--- src/rtl/sdram_init_monitor.sv ---
// sdram_init_monitor: watches the SDRAM command/address pins during power-up
// and checks the init sequence (wait, PRECHARGE ALL, AREFs, MODE REGISTER SET).
// Reports init_done on a clean sequence, or a sticky first-error code.
// dbg_state exposes the FSM state for external checkers.
module sdram_init_monitor #(
  parameter int DELAY_200US = 10000,
  parameter int T_RP        = 1,
  parameter int T_RFC       = 4,
  parameter int T_MRD       = 2,
  parameter int AREF_NUM    = 2
) (
  input  logic        sclk,
  input  logic        reset,
  input  logic [3:0]  cmd,
  input  logic [12:0] addr,
  output logic        init_done,
  output logic        err,
  output logic [2:0]  err_code,
  output logic [2:0]  burst_len,
  output logic        burst_type,
  output logic [2:0]  cas_lat,
  output logic        wb_single,
  output logic [2:0]  dbg_state
);

  localparam int PWR_W = $clog2(DELAY_200US + 1);
  localparam logic [PWR_W-1:0] PWR_MAX = PWR_W'(DELAY_200US);

  typedef enum logic [2:0] {
    S_PWRUP    = 3'd0,
    S_WAIT_PRE = 3'd1,
    S_REFRESH  = 3'd2,
    S_MRD      = 3'd3,
    S_READY    = 3'd4,
    S_ERROR    = 3'd5
  } state_t;

  state_t            state_q, state_d;
  logic [PWR_W-1:0]  pwr_cnt_q, pwr_cnt_d;
  logic [7:0]        gap_cnt_q, gap_cnt_d;
  logic [7:0]        req_gap_q, req_gap_d;
  logic [3:0]        aref_cnt_q, aref_cnt_d;
  logic [7:0]        mrd_cnt_q, mrd_cnt_d;
  logic              init_done_q, init_done_d;
  logic              err_q, err_d;
  logic [2:0]        err_code_q, err_code_d;
  logic [2:0]        burst_len_q, burst_len_d;
  logic              burst_type_q, burst_type_d;
  logic [2:0]        cas_lat_q, cas_lat_d;
  logic              wb_single_q, wb_single_d;

  // Command decode; INHIBIT (CS_n high) behaves exactly like NOP.
  logic is_nop, is_pre, is_aref, is_mset;
  logic gap_ok, mode_ok, capture;
  logic [2:0] fail_code;

  assign is_nop  = cmd[3] | (cmd == 4'b0111);
  assign is_pre  = (cmd == 4'b0010);
  assign is_aref = (cmd == 4'b0001);
  assign is_mset = (cmd == 4'b0000);

  // A command n edges after the previous one has n = gap_cnt_q + 1.
  assign gap_ok = ({1'b0, gap_cnt_q} + 9'd1) >= {1'b0, req_gap_q};

  // Mode word legality: burst length, CAS latency and reserved bits.
  assign mode_ok = ((addr[2:0] <= 3'd3) || ((addr[2:0] == 3'd7) && !addr[3])) &&
                   ((addr[6:4] == 3'd2) || (addr[6:4] == 3'd3)) &&
                   (addr[12:10] == 3'd0) && (addr[8:7] == 2'd0);

  // Next-state, counters, error detection and mode capture.
  always_comb begin
    state_d      = state_q;
    pwr_cnt_d    = (pwr_cnt_q != PWR_MAX) ? pwr_cnt_q + 1'b1 : pwr_cnt_q;
    gap_cnt_d    = !is_nop ? 8'd0 : ((gap_cnt_q != 8'hFF) ? gap_cnt_q + 8'd1 : gap_cnt_q);
    req_gap_d    = req_gap_q;
    aref_cnt_d   = aref_cnt_q;
    mrd_cnt_d    = mrd_cnt_q;
    init_done_d  = init_done_q;
    err_d        = err_q;
    err_code_d   = err_code_q;
    burst_len_d  = burst_len_q;
    burst_type_d = burst_type_q;
    cas_lat_d    = cas_lat_q;
    wb_single_d  = wb_single_q;
    capture      = 1'b0;
    fail_code    = 3'd0;

    if (is_pre)       req_gap_d = 8'(T_RP);
    else if (is_aref) req_gap_d = 8'(T_RFC);
    else if (!is_nop) req_gap_d = 8'd0;

    case (state_q)
      S_PWRUP: begin
        if (!is_nop && (pwr_cnt_q < PWR_MAX)) fail_code = 3'd1;
        else if (pwr_cnt_d == PWR_MAX)        state_d = S_WAIT_PRE;
      end
      S_WAIT_PRE: begin
        if (!is_nop) begin
          if (!gap_ok)      fail_code = 3'd3;
          else if (is_pre) begin
            if (addr[10]) begin
              state_d    = S_REFRESH;
              aref_cnt_d = 4'd0;
            end else begin
              fail_code = 3'd2;
            end
          end else          fail_code = 3'd4;
        end
      end
      S_REFRESH: begin
        if (!is_nop) begin
          if (!gap_ok) fail_code = 3'd3;
          else if (is_aref) begin
            if (aref_cnt_q != 4'd15) aref_cnt_d = aref_cnt_q + 4'd1;
          end else if (is_mset && ({1'b0, aref_cnt_q} >= 5'(AREF_NUM))) begin
            capture = 1'b1;
            if (mode_ok) begin
              state_d   = S_MRD;
              mrd_cnt_d = 8'd0;
            end else begin
              fail_code = 3'd5;
            end
          end else fail_code = 3'd4;
        end
      end
      S_MRD: begin
        if (!is_nop) fail_code = 3'd3;
        else begin
          mrd_cnt_d = mrd_cnt_q + 8'd1;
          if (({1'b0, mrd_cnt_q} + 9'd1) >= 9'(T_MRD)) begin
            state_d     = S_READY;
            init_done_d = 1'b1;
          end
        end
      end
      S_READY: begin
        if (is_mset) begin
          capture = 1'b1;
          if (!mode_ok) fail_code = 3'd5;
        end
      end
      default: ;
    endcase

    if (capture) begin
      burst_len_d  = addr[2:0];
      burst_type_d = addr[3];
      cas_lat_d    = addr[6:4];
      wb_single_d  = addr[9];
    end

    // ERROR never raises a new fail_code, so the first code is kept.
    if (fail_code != 3'd0) begin
      state_d     = S_ERROR;
      err_d       = 1'b1;
      err_code_d  = fail_code;
      init_done_d = 1'b0;
    end
  end

  // State and output registers.
  always_ff @(posedge sclk or posedge reset) begin
    if (reset) begin
      state_q      <= S_PWRUP;
      pwr_cnt_q    <= '0;
      gap_cnt_q    <= 8'd0;
      req_gap_q    <= 8'd0;
      aref_cnt_q   <= 4'd0;
      mrd_cnt_q    <= 8'd0;
      init_done_q  <= 1'b0;
      err_q        <= 1'b0;
      err_code_q   <= 3'd0;
      burst_len_q  <= 3'd0;
      burst_type_q <= 1'b0;
      cas_lat_q    <= 3'd0;
      wb_single_q  <= 1'b0;
    end else begin
      state_q      <= state_d;
      pwr_cnt_q    <= pwr_cnt_d;
      gap_cnt_q    <= gap_cnt_d;
      req_gap_q    <= req_gap_d;
      aref_cnt_q   <= aref_cnt_d;
      mrd_cnt_q    <= mrd_cnt_d;
      init_done_q  <= init_done_d;
      err_q        <= err_d;
      err_code_q   <= err_code_d;
      burst_len_q  <= burst_len_d;
      burst_type_q <= burst_type_d;
      cas_lat_q    <= cas_lat_d;
      wb_single_q  <= wb_single_d;
    end
  end

  assign init_done  = init_done_q;
  assign err        = err_q;
  assign err_code   = err_code_q;
  assign burst_len  = burst_len_q;
  assign burst_type = burst_type_q;
  assign cas_lat    = cas_lat_q;
  assign wb_single  = wb_single_q;
  assign dbg_state  = state_q;

endmodule
--- config.mk ---
export PLATFORM = sky130hd
export DESIGN_NAME = sdram_init_monitor
export DESIGN_NICKNAME = d
export VERILOG_FILES = /design/src/rtl/sdram_init_monitor.sv
export SDC_FILE = /design/constraint.sdc
export NUM_CORES = 1
export LEC_CHECK = 0
export BUFFER_PORTS_ARGS = -buffer_cell sky130_fd_sc_hd__buf_2
export CAP_MARGIN = 20
export CORE_ASPECT_RATIO = 0.7
export CORE_MARGIN = 2
export CORE_UTILIZATION = 35
export CTS_CLUSTER_DIAMETER = 150
export DETAILED_ROUTE_END_ITERATION = 8
export PLACE_DENSITY = 0.52
export SYNTH_ARGS = -nofsm -noshare
export SYNTH_HDL_FRONTEND = slang
export SYNTH_SLANG_ARGS = --single-unit
--- constraint.sdc ---
create_clock -name sclk -period 3.9 [get_ports sclk]
set_input_delay 0.78 -clock sclk [delete_from_list [all_inputs] [get_ports sclk]]
set_output_delay 0.78 -clock sclk [all_outputs]
set_load 0.01 [all_outputs]
### Word level (Yosys, flattened, before mapping)

Index checks and enable logic that the tools add are counted.

| word-level totals | value |
|---|---|
| bits in registers | 58 |
| input port bits | 19 |
| output and inout port bits | 16 |
| word-level logic and storage cells | 151 |

| cells by class | value |
|---|---|
| add/subtract/negate cells | 6 |
| $lt $le $gt $ge | 5 |
| equal/unequal tests | 41 |
| muxes and demuxes | 60 |
| bitwise gates (word level) | 1 |
| reduce and logical (&&, ||, !) cells | 25 |

Operator list:

| cell | count |
|---|---|
| $mux W8 | 11 |
| $mux W3 | 23 |
| $ne A3 B3 Y1 const B | 13 |
| $mux W4 | 8 |
| $ne A2 B2 Y1 const B | 12 |
| $add A8 B1 Y9 const B | 2 |
| $add A8 B1 Y8 const B | 2 |
| $pmux W8 S2 | 1 |
| $pmux W3 S5 | 1 |
| $add A14 B1 Y14 const B | 1 |
| $eq A14 B14 Y1 const B | 1 |
| $lt A14 B14 Y1 const B | 1 |
| $mux W14 | 1 |
| $ne A14 B14 Y1 const B | 1 |
| $reduce_and A14 Y1 | 1 |
| $eq A3 B2 Y1 const B | 4 |
| $pmux W3 S4 | 1 |
| $mux W1 | 10 |
| $reduce_bool A2 Y1 | 5 |
| $ge A9 B2 Y1 const B | 1 |
| $ge A9 B8 Y1 | 1 |
| $reduce_and A9 Y1 | 1 |
| $ne A8 B8 Y1 const B | 1 |
| $pmux W4 S2 | 1 |
| other kinds (24) | 34 |

### Longest topological paths before layout

Gate-level depths: netlist of the first run.

| logic depth | value |
|---|---|
| depth after elaboration | 15 |
| depth in mapped cells | 9 |
| gate-level depth less buffers | 9 |

### Worst setup path before layout of the first run

No wires, ideal clock.

| timing | value |
|---|---|
| kind | input to register |
| start | in addr[6] |
| end | reg state_q[2], in the netlist dbg_state[2] |
| setup time | 0.127 ns |
| data arrival time | 2.749 ns |
| required time | 3.773 ns |
| setup slack | 1.025 ns |
| cell stages on the path | 6 |
| buffers on the path | 0 |
| cell sequence | or4_4 > a2111oi_4 > nand3_2 > a31o_1 > a2111o_1 > a311o_1 |

| on the way | value |
|---|---|
| word-level cells in the longest chain between the ends | 14 |
| elaborated cells between the ends (all ways) | 30 |
| those cells by class | eq/ne: 15; mux: 8; reduce/logical: 7 |

Ends and longest elaborated chain:

| what | RTL line | RTL |
|---|---|---|
| from (decl) | 15 | `input logic [12:0] addr,` |
| $eq A3 B2 Y1 | 67 | `((addr[6:4] == 3'd2) \|\| (addr[6:4] == 3'd3)) &&` |
| $logic_or A1 B1 Y1 * | 67 |  |
| $logic_and A1 B1 Y1 * | 66 | `assign mode_ok = ((addr[2:0] <= 3'd3) \|\| ((addr[2:0] == 3'd7) && !addr[3])) &&` |
| $logic_and A1 B1 Y1 * | 67 |  |
| $logic_and A1 B1 Y1 * | 68 | `(addr[12:10] == 3'd0) && (addr[8:7] == 2'd0);` |
| $mux W3 | 117, 139 |  |
| $mux W3 | 115 | `end else if (is_mset && ({1'b0, aref_cnt_q} >= 5'(AREF_NUM))) begin` |
| $mux W3 | 113 | `else if (is_aref) begin` |
| $mux W3 | 112 | `if (!gap_ok) fail_code = 3'd3;` |
| $mux W3 | 111 | `if (!is_nop) begin` |
| $pmux W3 S5 | 92 | `case (state_q)` |
| $reduce_bool A3 Y1 | 153 | `if (fail_code != 3'd0) begin` |
| $ne A3 B3 Y1 (no line) / $reduce_bool A5 Y1 (equally long branches) | - |  |
| $reduce_and A14 Y1 (no line) | - |  |
| to (signal assigned) | 178 | `state_q <= state_d;` |
| to (decl) | 38 | `state_t state_q, state_d;` |

Every way passes the cells marked *; elsewhere a longest branch is shown, timed or not.
A chain may end at the register's enable or synchronous reset.

### Final worst setup path of the first run

| timing | value |
|---|---|
| start | reg gap_cnt_q[0] |
| end | reg state_q[1], in the netlist dbg_state[1] |

| on the way | value |
|---|---|
| word-level cells in the longest chain between the ends | 8 |
| elaborated cells between the ends (all ways) | 24 |
| those cells by class | add/sub: 1; order compare: 1; eq/ne: 13; mux: 6; reduce/logical: 3 |

Ends and longest elaborated chain:

| what | RTL line | RTL |
|---|---|---|
| from (decl) | 40 | `logic [7:0] gap_cnt_q, gap_cnt_d;` |
| from (signal assigned) | 180 | `gap_cnt_q <= gap_cnt_d;` |
| $add A8 B1 Y9 * | 63 | `assign gap_ok = ({1'b0, gap_cnt_q} + 9'd1) >= {1'b0, req_gap_q};` |
| $ge A9 B8 Y1 * | 63 |  |
| $mux W3 (on tied branches) | 112, 99 |  |
| $mux W3 (on tied branches) | 111, 98 |  |
| $pmux W3 S5 | 92 |  |
| $reduce_bool A3 Y1 | 153 |  |
| $ne A3 B3 Y1 (no line) / $reduce_bool A5 Y1 (equally long branches) | - |  |
| $reduce_and A14 Y1 (no line) | - |  |

Marks and branches as above.

==> impl_metrics.yaml, run 1 <==
floorplanning:
  core_mm2: 0.00841
  start_util: 0.360
  fp-row-count: 28
  io_pins: 35
  die_x_um: 115
  dieHeight_um: 81.8
  dieArea_mm2: 0.00941
synth:
  synth_edf_count: 0
  synth-seq-cells: 52
  netlist_area_mm2: 0.00302
  yosysTopAreaCellShare: 0.430
  synth_common_cells: "52 x dfrtp_1, 25 x nand2_1, 23 x nand3_1"
  ys_warn_count: 0
  yosysMostFrequentCell: "dfrtp_1"
  synth_area_leaders: "dfrtp_1 43%, mux2_2 4.1%, nand3_1 3.8%"
  synth_cell_types: 51
  synthCells: 315
  ys_seq_area_frac: 0.430
  syn_area_per_cell_um2: 9.60
  synth_top_area_cell: "dfrtp_1"
  synth_ff_type: "dfrtp_1"
  async_flop_share: 1.00
  syn_nets: 343
critical_path:
  cp_common_cell: "ha_1"
  cp-start-kind: "register"
  critPathSlowestCell: "nor4_1"
  crit_chain: "ha_1, xnor2_1, inv_1, ha_1, a2111oi_4, a221oi_1, nor4_1, a2111o_1, o21ba_2"
  required_ps: 4090
  worstSetupPathType: "register to register"
  crit_arrival_ps: 3210
  critPathCaptureType: "register"
  critPathMaxFanout: 7
  slowest_delay_ps: 500
  reg2reg_slack_ps: 880
grt:
  grtUsageTotal: 0.155
  grt_max_degree: 39
  antenna_found_initial: 0
  overflow: 0
  grt_pass1_wl_mm: 11.3
  grt_pass1_vias: 2202
clock_tree:
  post_cts_buffers: 0
  root_buffer: "clkbuf_16"
  cts_buffers: 5
  clk_path_buf_depth: 2
  cts_tree: "built"
  clk_pin_slew_ps: 70
  cts_hold_buffers: 0
  cts_resized: 0
  htreeDepth: 2
  worstSkewPairLatency_ps: 300
  cts.sinks: 52
power_and_ir_drop:
  swShare: 0.313
  total_power_mw: 1.58
  p_leak_nw: 1.57
  p_sw_mw: 0.495
  p_seq_frac: 0.459
  p_int_mw: 1.09
  share_comb_of_total_power: 0.254
  clkPwrFrac: 0.287
  power.density_mw_per_mm2: 454
  ir_worst_vdd_v: 0.000170
finish:
  n_antenna_cell: 0
  layout.nets: 382
  drive_gt1_frac: 0.200
  multi_input_area_mm2: 0.00164
  nFillCells: 823
  area_delta_synth_final_pct: 15.3
  regArea_mm2: 0.00130
placed_design:
  post-place-ws_ps: 694
  place_congestion: 0.813
  port_buffers: 34
  hpwlAfterDp_mm: 5.12
sta:
  period_share: 0.775
  max_freq_ghz: 0.331
  final.setup.tns_ps: 0
  finClkSkew_ps: 7.49
  max-slew-margin-rel: 0.456
  hold_violations: 0
  fin_crit_ps: 3020
  worst_slack_ps: 877
  rsz0062_at_grt: "false"
  worst_pin_slew_ps: 815
  maxSlewViolCount: 0
  finalSetupViolCount: 0
drt:
  wl_mm: 6.83
  vias_per_cell: 5.32
  antenna_left: 0
  firstDrtPassIters: 4
  vias: 2449
  drc: 0
  wl_per_cell_um: 14.9
  drt_iter0_drc: 133
run:
  drv_cap: 0
hold_path:
  hold_class: "register to register"
status:
  status: "finished, final reports clean"
power groups by stage:
stage | clock [mW] | sequential [mW] | combinational [mW]
floorplan | 0 | 0.745 | 0.239
global placement | 0 | 0.736 | 0.402
detailed placement | 0 | 0.735 | 0.406
CTS | 0.468 | 0.726 | 0.406
global route | 0.498 | 0.743 | 0.449
finish | 0.455 | 0.726 | 0.402
per-layer routing:
| layer | vias to the layer above | GRT usage | routed length, um |
|---|---|---|---|
| li1 | 1234 | - | - |
| met1 | 1157 | 0.244 | 3940 |
| met2 | 51 | 0.207 | 2520 |
| met3 | 7 | 0.0339 | 278 |
| met4 | 0 | 0.0506 | 91 |
| met5 | - | 0 | 0 |
registers in the layout, summed over array words and instances (netlist names), 3 cells and up:
signal and cells:
burst_len 3, mrd_cnt_q 8, err_code 3, gap_cnt_q 8, cas_lat 3, aref_cnt_q 4
pwr_cnt_q 14, dbg_state 3
placed cells by master (no fill, tap or decap), types with 11 or more instances in the layout:
| cell type | instances |
|---|---|
| buf_2 | 34 |
| inv_1 | 14 |
| o21ai_0 | 19 |
| nor2_1 | 20 |
| mux2_2 | 11 |
| xnor2_1 | 12 |
| dfrtp_1 | 52 |
| nand3_1 | 23 |
| nand2_1 | 25 |
logic make-up (layout without fill, tap and decap cells):
family | Yosys count | after routing | share of synthesized area
compound gates | 65 | 65 | 0.154
simple gates | 131 | 131 | 0.236
buf+inv | 22 | 62 | 0.0273
fa+ha+maj | 9 | 9 | 0.0373
mux | 16 | 16 | 0.0575
xor+xnor | 20 | 20 | 0.0579
flops | 52 | 52 | 0.430
critical path: cells and delay by family, from the launching register on:
family          cells  cell delay (ps)
fa+ha+maj           2              630
buf+inv             1               70
simple gates        1              500
compound gates      4             1080
flops               1              420
xor+xnor            1              220
metrics by stage:
step | util | hold slack (ps) | cell area [um2] | std cells
2_1_floorplan | - | 454 | 3020 | 315
3_3_place_gp | 0.397 | 470 | 3340 | 452
3_5_place_dp | 0.397 | 474 | 3340 | 452
4_1_cts | 0.415 | 490 | 3490 | 460
5_1_grt | 0.415 | 509 | 3490 | 460
6_report | 0.415 | 472 | 3490 | 460
final timing paths:
check,end,from,depth (start not counted)
setup / recovery,dbg_state[1],gap_cnt_q[0],9
hold / removal,err,err,1
setup reg to reg,dbg_state[1],gap_cnt_q[0],9
hold reg to reg,err,err,1
max in group asynchronous,gap_cnt_q[0],reset,3
min in group asynchronous,mrd_cnt_q[7],reset,2
area by class of cell:
cell class,count,area share
multi-input combinational,241,0.470
sequential,52,0.373
timing repair buffer,39,0.0596
clock buffer,7,0.0409
tap,105,0.0377
inverter,15,0.0162
clock inverter,1,0.00215
Note: power is estimated with default switching activity, not from simulation.
==> run 2: changes to the inputs <==
--- a/config.mk
+++ b/config.mk
@@ -5,6 +5,7 @@
 export SDC_FILE = /design/constraint.sdc
 export NUM_CORES = 1
 export LEC_CHECK = 0
+export ABC_AREA = 1
 export BUFFER_PORTS_ARGS = -buffer_cell sky130_fd_sc_hd__buf_2
 export CAP_MARGIN = 20
 export CORE_ASPECT_RATIO = 0.7
@@ -12,7 +13,7 @@
 export CORE_UTILIZATION = 35
 export CTS_CLUSTER_DIAMETER = 150
 export DETAILED_ROUTE_END_ITERATION = 8
-export PLACE_DENSITY = 0.52
+export PLACE_DENSITY = 0.54
 export SYNTH_ARGS = -nofsm -noshare
 export SYNTH_HDL_FRONTEND = slang
 export SYNTH_SLANG_ARGS = --single-unit
==> constraint.sdc (replaced) <==
create_clock -name sclk -period 2.6 [get_ports sclk]
set_input_delay 0.52 -clock sclk [delete_from_list [all_inputs] [get_ports sclk]]
set_output_delay 0.52 -clock sclk [all_outputs]
set_load 0.01 [all_outputs]
==> run 2 against run 1 <==
  * Fmax grew 35%
  * Register-to-register slack lost 520 ps
  * Highest routed layer unchanged
  * Clock skew grew 1.5 ps
  * Setup slack lost 520 ps
  * Critical path type unchanged
==> impl_metrics.yaml, run 2 <==
synth:
  synth_area_leaders: "dfrtp_1 39%, nand2_1 15%, inv_1 8.1%"
  synth_common_cells: "130 x nand2_1, 72 x inv_1, 58 x nor2_1"
  synth_edf_count: 0
  synth_top_family_by_area: "simple AND/OR/NAND/NOR gates"
  synth_simple_gate_area_frac: 0.363
  syn_nets: 497
  synthMuxAreaShare: 0
  ys_warn_count: 0
  synth_top_area_cell: "dfrtp_1"
  yosysMostFrequentCell: "nand2_1"
  async_flop_share: 1.00
  synth-seq-cells: 52
  synth_ff_type: "dfrtp_1"
  ys_seq_area_frac: 0.390
  synth_xor_area_frac: 0.0263
  synth_cell_types: 29
  syn_area_per_cell_um2: 7.11
  yosysTopAreaCellShare: 0.390
  synthCells: 469
  synth_compound_area_frac: 0.0923
  netlist_area_mm2: 0.00333
  synth_adder_area_share: 0.0338
finish:
  n_antenna_cell: 0
  drive_gt1_frac: 0.157
  area_delta_synth_final_pct: 14.2
  layout.nets: 536
  final_common_cell: "nand2_1"
  top_register: "pwr_cnt_q"
  reg_top3: "pwr_cnt_q: 14 flops, gap_cnt_q: 8 flops, mrd_cnt_q: 8 flops"
  largest_register_ffs: 14
  final_cell_mix: "130 x nand2_1, 71 x inv_1, 58 x nor2_1"
  nFillCells: 961
  multi_input_area_mm2: 0.00172
  stdcell_count: 633
  regArea_mm2: 0.00130
grt:
  grt_pass1_wl_mm: 13.4
  overflow: 0
  grtUsageTotal: 0.159
  grt_pass1_vias: 2791
  global_route.peak_usage_layer: "met1"
  use_met2: 0.230
  gr-usage-met1: 0.248
  grt_max_degree: 31
  antenna_found_initial: 0
  use_met3: 0.0286
sta:
  max_freq_ghz: 0.445
  period_share: 0.864
  hold_violations: 0
  final.setup.tns_ps: 0
  hold_slack_ps: 262
  finClkSkew_ps: 9.03
  fin_crit_ps: 2250
  max-slew-margin-rel: 0.647
  finalSetupViolCount: 0
  rsz0062_at_grt: "false"
  worst_pin_slew_ps: 529
  maxSlewViolCount: 0
drt:
  drc: 0
  wl_per_cell_um: 12.2
  drt_iter0_drc: 163
  antenna_left: 0
  vias_per_cell: 4.74
  firstDrtPassIters: 4
  vias: 3002
  wl_mm: 7.72
floorplanning:
  dieArea_mm2: 0.0103
  die_x_um: 121
  start_util: 0.365
  core_mm2: 0.00914
  fp-row-count: 29
  io_pins: 35
  dieHeight_um: 85.6
clock_tree:
  root_buffer: "clkbuf_16"
  cts_hold_buffers: 0
  htreeDepth: 2
  cts_tree: "built"
  cts_resized: 0
  worstSkewPairLatency_ps: 290
  cts_buffers: 5
  post_cts_buffers: 0
  cts.sinks: 52
  clk_path_buf_depth: 2
  clk_pin_slew_ps: 70
hold_path:
  hold_class: "input port to async pin"
critical_path:
  slowest_delay_ps: 410
  cp-start-kind: "register"
  critPathMaxFanout: 12
  required_ps: 2780
  reg2reg_slack_ps: 350
  cp_common_cell: "nand2_4"
  critPathCaptureType: "register"
  worstSetupPathType: "register to register"
  crit_arrival_ps: 2420
  critPathSlowestCell: "dfrtp_1"
  crit_chain: "ha_1, xor2_1, ha_1, inv_1, nand3_1, nor2_1, nand3_2, nor2_4, nand2_4, nand2_4, nand2_4, nand2_4, inv_2, nand3_1, o21ai_2"
power_and_ir_drop:
  swShare: 0.288
  p_seq_frac: 0.486
  p_int_mw: 1.35
  power.density_mw_per_mm2: 500
  share_comb_of_total_power: 0.161
  total_power_mw: 1.90
  clkPwrFrac: 0.354
  p_sw_mw: 0.549
  ir_worst_vdd_v: 0.000249
  p_leak_nw: 1.95
placed_design:
  place_congestion: 0.878
  hpwlAfterDp_mm: 5.95
  dp_cells: 625
  port_buffers: 34
run:
  drv_cap: 0
status:
  status: "finished, final reports clean"
run 2: cell count changes after synthesis, moves of 7 or more:
cell	change
nand2b_1	-10
inv_1	+57
and3_1	-9
nor2_1	+38
o21ai_2	+7
nand2_1	+105
nand4_1	+7
nand3_1	+24
mux2_2	-11
nand2_2	+9
a31oi_1	-7
xnor2_1	-12
run 2: worst paths after layout:
check / cells past startpoint / end / from
worst max-delay path: 15 / mrd_cnt_q[5] / gap_cnt_q[0]
worst min-delay path: 2 / err_code[2] / reset
worst max register to register: 15 / mrd_cnt_q[5] / gap_cnt_q[0]
worst min register to register: 2 / err / err
max in group asynchronous: 3 / pwr_cnt_q[12] / reset
min in group sclk: 3 / cas_lat[0] / addr[4]
run 2: power by group through the flow:
stage	clock network [mW]	logic, mW	registers [mW]
after floorplan	0	0.179	0.951
final	0.672	0.306	0.924
after CTS	0.693	0.310	0.925
after global placement	0	0.303	0.938
after global routing	0.727	0.352	0.934
after detailed placement	0	0.310	0.938
run 2: worst max-delay path: cells and delay by family, from the launching register on:
kind            cells  cell delay [ps]
buf+inv             2              180
simple gates        9              880
xor+xnor            1              170
flops               1              410
compound gates      1               60
fa+ha+maj           2              440
run 2: per-layer routing:
metal | share of wire | vias up
met3 | 0.053 | 7
li1 | - | 1565
met2 | 0.39 | 62
met1 | 0.54 | 1368
met4 | 0.0085 | 0
met5 | 0 | -
run 2: layout make-up:
class	instances	area share
Clock buffer	5	0.0329
Multi-Input combinational cell	338	0.452
Inverter	74	0.0730
Tap cell	124	0.0408
Sequential cell	52	0.342
Timing Repair Buffer	37	0.0539
Clock inverter	3	0.00592
run 2: per-stage QoR:
step                instance area [um2]  setup slack [ps]  utilization
CTS                                3810               339        0.416
detailed placement                 3660               304        0.400
global route                       3810               119        0.416
floorplan                          3330               522            -
finish                             3810               354        0.416
global placement                   3660               407        0.400
run 2: cells by family (layout without fill, tap and decap cells):
kind of cell	count (synthesis)	in the layout
DFF	52	52
xor gates and xnor gates	10	10
AOI/OAI and AO/OA	47	47
and+or+nand+nor	272	272
buffers and inverters	79	119
adders and majority gates	9	9
